<file path="src/rtl/winner_update_ctrl.sv">
// winner_update_ctrl: takes a one-hot winner record from the 6-input comparator,
// strobes the winner update, optionally walks the losers with decay strobes,
// then waits out a refractory period before taking the next record.
// Optional feature macro: LOSER_DECAY_EN (adds the DECAY walk over the losers).
module winner_update_ctrl #(
    parameter int P_WIDTH   = 19,
    parameter int P_REFRACT = 4
) (
    input  logic               i_clk,
    input  logic               i_rst_n,
    input  logic               i_valid,
    input  logic [5:0]         i_index,
    input  logic [P_WIDTH-1:0] i_result,
    input  logic               i_err_clr,
    output logic               o_ready,
    output logic [5:0]         o_upd_en,
    output logic [P_WIDTH-1:0] o_upd_value,
    output logic [2:0]         o_win_bin,
    output logic [5:0]         o_dec_en,
    output logic               o_nowin,
    output logic               o_err
);

    typedef enum logic [1:0] {IDLE, UPDATE, DECAY, REFRACT} state_t;

    // Last refractory count value; unused when the period is zero.
    localparam logic [3:0] REF_LAST = (P_REFRACT == 0) ? 4'd0 : 4'(P_REFRACT - 1);
    // Where UPDATE/DECAY hand over once the strobes are done.
    localparam state_t POST_STATE = (P_REFRACT == 0) ? IDLE : REFRACT;

    state_t             state_q, state_d;
    logic [3:0]         ref_cnt_q, ref_cnt_d;
    logic [5:0]         upd_en_q, upd_en_d;
    logic [P_WIDTH-1:0] upd_val_q, upd_val_d;
    logic [2:0]         win_bin_q, win_bin_d;
    logic               nowin_q, nowin_d;
    logic               err_q, err_d;
    logic               multi_hot;

    function automatic logic [2:0] onehot2bin(input logic [5:0] oh);
        logic [2:0] b;
        b = 3'd0;
        for (int i = 0; i < 6; i++)
            if (oh[i]) b = 3'(i);
        return b;
    endfunction

    // Clearing the lowest set bit leaves something only if two or more bits were set.
    assign multi_hot = |(i_index & (i_index - 6'd1));

`ifdef LOSER_DECAY_EN
    logic [2:0] step_q, step_d, step_nxt;
    logic [5:0] dec_en_q, dec_en_d;
`endif

    // Next-state and next-output logic.
    always_comb begin
        state_d   = state_q;
        ref_cnt_d = ref_cnt_q;
        upd_en_d  = '0;
        upd_val_d = upd_val_q;
        win_bin_d = win_bin_q;
        nowin_d   = 1'b0;
        err_d     = err_q & ~i_err_clr;
`ifdef LOSER_DECAY_EN
        step_d    = step_q;
        step_nxt  = step_q + 3'd1;
        if (step_nxt == win_bin_q) step_nxt = step_nxt + 3'd1;
`endif
        case (state_q)
            IDLE: begin
                ref_cnt_d = '0;
`ifdef LOSER_DECAY_EN
                step_d    = '0;
`endif
                if (i_valid) begin
                    if (i_index == 6'd0) begin
                        nowin_d = 1'b1;
                    end else if (multi_hot) begin
                        err_d = 1'b1;           // set beats a concurrent clear
                    end else begin
                        state_d   = UPDATE;
                        upd_en_d  = i_index;
                        upd_val_d = i_result;
                        win_bin_d = onehot2bin(i_index);
                    end
                end
            end
            UPDATE: begin
`ifdef LOSER_DECAY_EN
                state_d = DECAY;
                step_d  = (win_bin_q == 3'd0) ? 3'd1 : 3'd0;
`else
                state_d = POST_STATE;
`endif
                ref_cnt_d = '0;
            end
`ifdef LOSER_DECAY_EN
            DECAY: begin
                // Step past the winner; running off the end means all 5 losers were hit.
                if (step_nxt > 3'd5) begin
                    state_d = POST_STATE;
                    step_d  = '0;
                end else begin
                    step_d = step_nxt;
                end
            end
`endif
            REFRACT: begin
                if (ref_cnt_q == REF_LAST) begin
                    state_d   = IDLE;
                    ref_cnt_d = '0;
                end else begin
                    ref_cnt_d = ref_cnt_q + 4'd1;
                end
            end
            default: state_d = IDLE;
        endcase
`ifdef LOSER_DECAY_EN
        dec_en_d = (state_d == DECAY) ? (6'd1 << step_d) : 6'd0;
`endif
    end

    // State and registered outputs.
    always_ff @(posedge i_clk or negedge i_rst_n) begin
        if (!i_rst_n) begin
            state_q   <= IDLE;
            ref_cnt_q <= '0;
            upd_en_q  <= '0;
            upd_val_q <= '0;
            win_bin_q <= '0;
            nowin_q   <= 1'b0;
            err_q     <= 1'b0;
        end else begin
            state_q   <= state_d;
            ref_cnt_q <= ref_cnt_d;
            upd_en_q  <= upd_en_d;
            upd_val_q <= upd_val_d;
            win_bin_q <= win_bin_d;
            nowin_q   <= nowin_d;
            err_q     <= err_d;
        end
    end

`ifdef LOSER_DECAY_EN
    // Decay step counter and loser strobe register.
    always_ff @(posedge i_clk or negedge i_rst_n) begin
        if (!i_rst_n) begin
            step_q   <= '0;
            dec_en_q <= '0;
        end else begin
            step_q   <= step_d;
            dec_en_q <= dec_en_d;
        end
    end
    assign o_dec_en = dec_en_q;
`else
    assign o_dec_en = 6'd0;
`endif

    assign o_ready     = (state_q == IDLE);
    assign o_upd_en    = upd_en_q;
    assign o_upd_value = upd_val_q;
    assign o_win_bin   = win_bin_q;
    assign o_nowin     = nowin_q;
    assign o_err       = err_q;

endmodule

</file>
<file path="config.mk">
export PLATFORM = sky130hd
export DESIGN_NAME = winner_update_ctrl
export DESIGN_NICKNAME = d
export VERILOG_FILES = /design/src/rtl/winner_update_ctrl.sv
export SDC_FILE = /design/constraint.sdc
export NUM_CORES = 1
export LEC_CHECK = 0
export ABC_AREA = 1
export CAP_MARGIN = 40
export CELL_PAD_IN_SITES_DETAIL_PLACEMENT = 1
export CELL_PAD_IN_SITES_GLOBAL_PLACEMENT = 2
export CORE_UTILIZATION = 24
export DETAILED_ROUTE_END_ITERATION = 10
export GPL_TIMING_DRIVEN = 0
export HOLD_SLACK_MARGIN = 0.03
export PLACE_DENSITY_LB_ADDON = 0.1
export SETUP_SLACK_MARGIN = 0.05
export SLEW_MARGIN = 20
export SYNTH_ARGS = -nofsm -noshare
export SYNTH_HDL_FRONTEND = slang
export SYNTH_SLANG_ARGS = --single-unit
</file>
<file path="constraint.sdc">
create_clock -name i_clk -period 1.7 [get_ports i_clk]
set_clock_uncertainty 0.05 [all_clocks]
set_input_delay 0.34 -clock i_clk [delete_from_list [all_inputs] [get_ports i_clk]]
set_output_delay 0.34 -clock i_clk [all_outputs]
set_load 0.005 [all_outputs]
</file>
==> flow_summary.toml <==
[timing]
hold_viol = 0
finalCritPeriodShare = 0.916
rsz0062_at_grt = "no"
slew_violations = 0
tns_ps = 0
period_minus_slack_ps = 1560
setup_violations = 0
fmax_mhz = 642

[synthesis]
yosys_warnings = 0
syn_inst = 185
async_flop_share = 1.00
synth-seq-cells = 36
yosys.area.top_type = "dfrtp_1"
synth_cell_type_count = 20
synth_area_leaders = "dfrtp_1, nand2_1, nand4_1, nor2_2, inv_1"
seq_area_frac_synth = 0.551
yosys-top-cells-count = "nand2_1, dfrtp_1, nand4_1, inv_1, nor2_2"
synth_top_area_frac = 0.551
synth_ff_type = "dfrtp_1"
synth.most_common_cell = "nand2_1"
syn_area_per_cell_um2 = 8.84
synth_edf_count = 0
syn-cell-area_mm2 = 0.00164

[worst_setup_path]
timing.rr.start = "ref_cnt_q[0]"
crit_chain = "clkdlybuf4s50_1"
crit_end = "o_win_bin[2]"
slowest_stage = "clkdlybuf4s50_1"
cp.depth = 1
critical_path_arrival_ps = 1170
crit_path_start = "o_win_bin[2]"
r2r_end = "ref_cnt_q[0]"
r2r_slack_ps = 330
path_delay_family = "buffers and inverters"
start_kind = "flop"
cp.required_ps = 1310
path_buf_inv = 1
crit_path_max_fanout = 2
cpPeakStageDelay_ps = 530
cp-end-kind = "output port"
worst_r2r_path_depth = 5
critical_path_class = "reg -> out"

[die]
core_area_mm2 = 0.00646
io_pins = 66
core.rowCount = 29
die_x_um = 84.5
dieHeight_um = 84.5
dieArea_mm2 = 0.00715
initial_utilization = 0.253

[power]
max-vdd-ir-drop_uv = 365
p_total_mw = 2.95
p_per_area_mw_per_mm2 = 1180
p_leak_nw = 1.24

[min_path]
hp-class = "reg -> reg"

[finish]
final_cells = 340
fin_util = 0.388
nFillCells = 775
drive_gt1_frac = 0.171
design_area_mm2 = 0.00251
diodes = 0
area_delta_synth_final_pct = 53.4
layout.nets = 293

[route]
drt-pass1-iter-count = 9
drt_drc_violations_left = 6
drt-initial-drc-count = 75
via_count = 1495
wl_per_cell_um = 13.6
ant_nets = 0
via_per_inst = 4.40
drt_wl_total_mm = 4.62

[global_route]
overflow = 0
grt_usage = 0.145
grt_pass1_vias = 1587
grt_max_degree = 23
grt_pass1_wl_mm = 7.95
antenna_found_initial = 0

[clock_network]
htree_levels = 2
cts_buffers = 5
cts_sinks = 36
clock_path_buffers = 2
clk_pin_slew_worst_paths_ps = 70
cts_tree = "yes"
clock_latency_ps = 290
root_buffer = "clkbuf_8"

[status]
violations = "DRC"
status = "finished, violations left"

[placed_design]
port_buffers = 59
gp_congestion = 0.760
placed_cells = 327
place_area_mm2 = 0.00236
place_hpwl_mm = 3.29

[job]
maxCapViolations = 0
## cells in the final DEF (no fill, tap or decap), types with 4 or more instances in the layout
cell type / count
nor2_2: 8
o21ai_0: 4
nor2_1: 4
nand2_1: 63
nand4_1: 23
clkdlybuf4s50_1: 57
buf_4: 12
nand3_1: 5
inv_1: 13
clkbuf_8: 5
dfrtp_1: 35
conb_1: 6
## cell families (layout without fill, tap and decap cells)
| group | count (synthesis) | in the layout | synth area share |
|---|---|---|---|
| AND/OR/NAND/NOR | 110 | 110 | 0.319 |
| flip-flops | 36 | 36 | 0.551 |
| other | 1 | 6 | 0.00229 |
| buffers and inverters | 30 | 103 | 0.0964 |
| XOR/XNOR | 1 | 1 | 0.00536 |
| AO/OA/AOI/OAI | 6 | 6 | 0.0184 |
| adder cells (fa/ha/maj) | 1 | 1 | 0.00765 |
## per-layer routing
layer  GRT usage  vias up  share of wire
li1            -      738              -
met1       0.189      706           0.48
met2       0.234       45           0.45
met3      0.0364        6          0.051
met4      0.0508        0          0.015
met5           0        -              0
## repair_timing
item                                   4_1_cts  5_1_grt
setup endpoints to repair                    2       20
hold buffers                                 1        0
endpoints found under the hold margin       14        0
setup buffers                                5        0
gates resized for setup                      2        8
## metrics by stage
step                setup WS (ps)  hold WS (ps)
floorplan                     406         -5.59
global placement             -720           406
detailed placement           -269           249
CTS                           115           430
global route                 53.3           442
finish                        142           425
## sequential cells by signal (all words and copies together) (netlist names)
register	count
o_err	1
o_upd_value	19
o_upd_en	6
o_win_bin	3
o_nowin	1
ref_cnt_q	4
state_q	2
## area by class of cell
type	instances	area (µm²)	area share
timing repair buffer	66	659	0.263
tap	77	96.3	0.0384
buffer	14	108	0.0429
sequential	36	902	0.360
inverter	16	62.6	0.0249
multi-input combinational	124	603	0.240
clock buffer	6	72.6	0.0289
clock inverter	1	5.00	0.00200
## report_power, final
part,switching (mW),total (mW),internal (mW)
registers,0.143,1.25,1.11
logic,0.477,1.11,0.632
clock network,0.310,0.589,0.279
## worst min path at each step
stage / end / startpoint / cells after the start / slack [ps]
after floorplan: o_err / i_rst_n / 0 / -6
after global placement: o_upd_value[3] / o_upd_value[3] / 2 / 410
after detailed placement: o_upd_value[1] / i_rst_n / 1 / 250
after CTS: o_upd_value[15] / o_upd_value[15] / 2 / 430
after global routing: o_upd_value[9] / o_upd_value[9] / 2 / 440
final: o_win_bin[0] / o_win_bin[0] / 2 / 420
No activity file was read; power rests on OpenSTA's default activity.
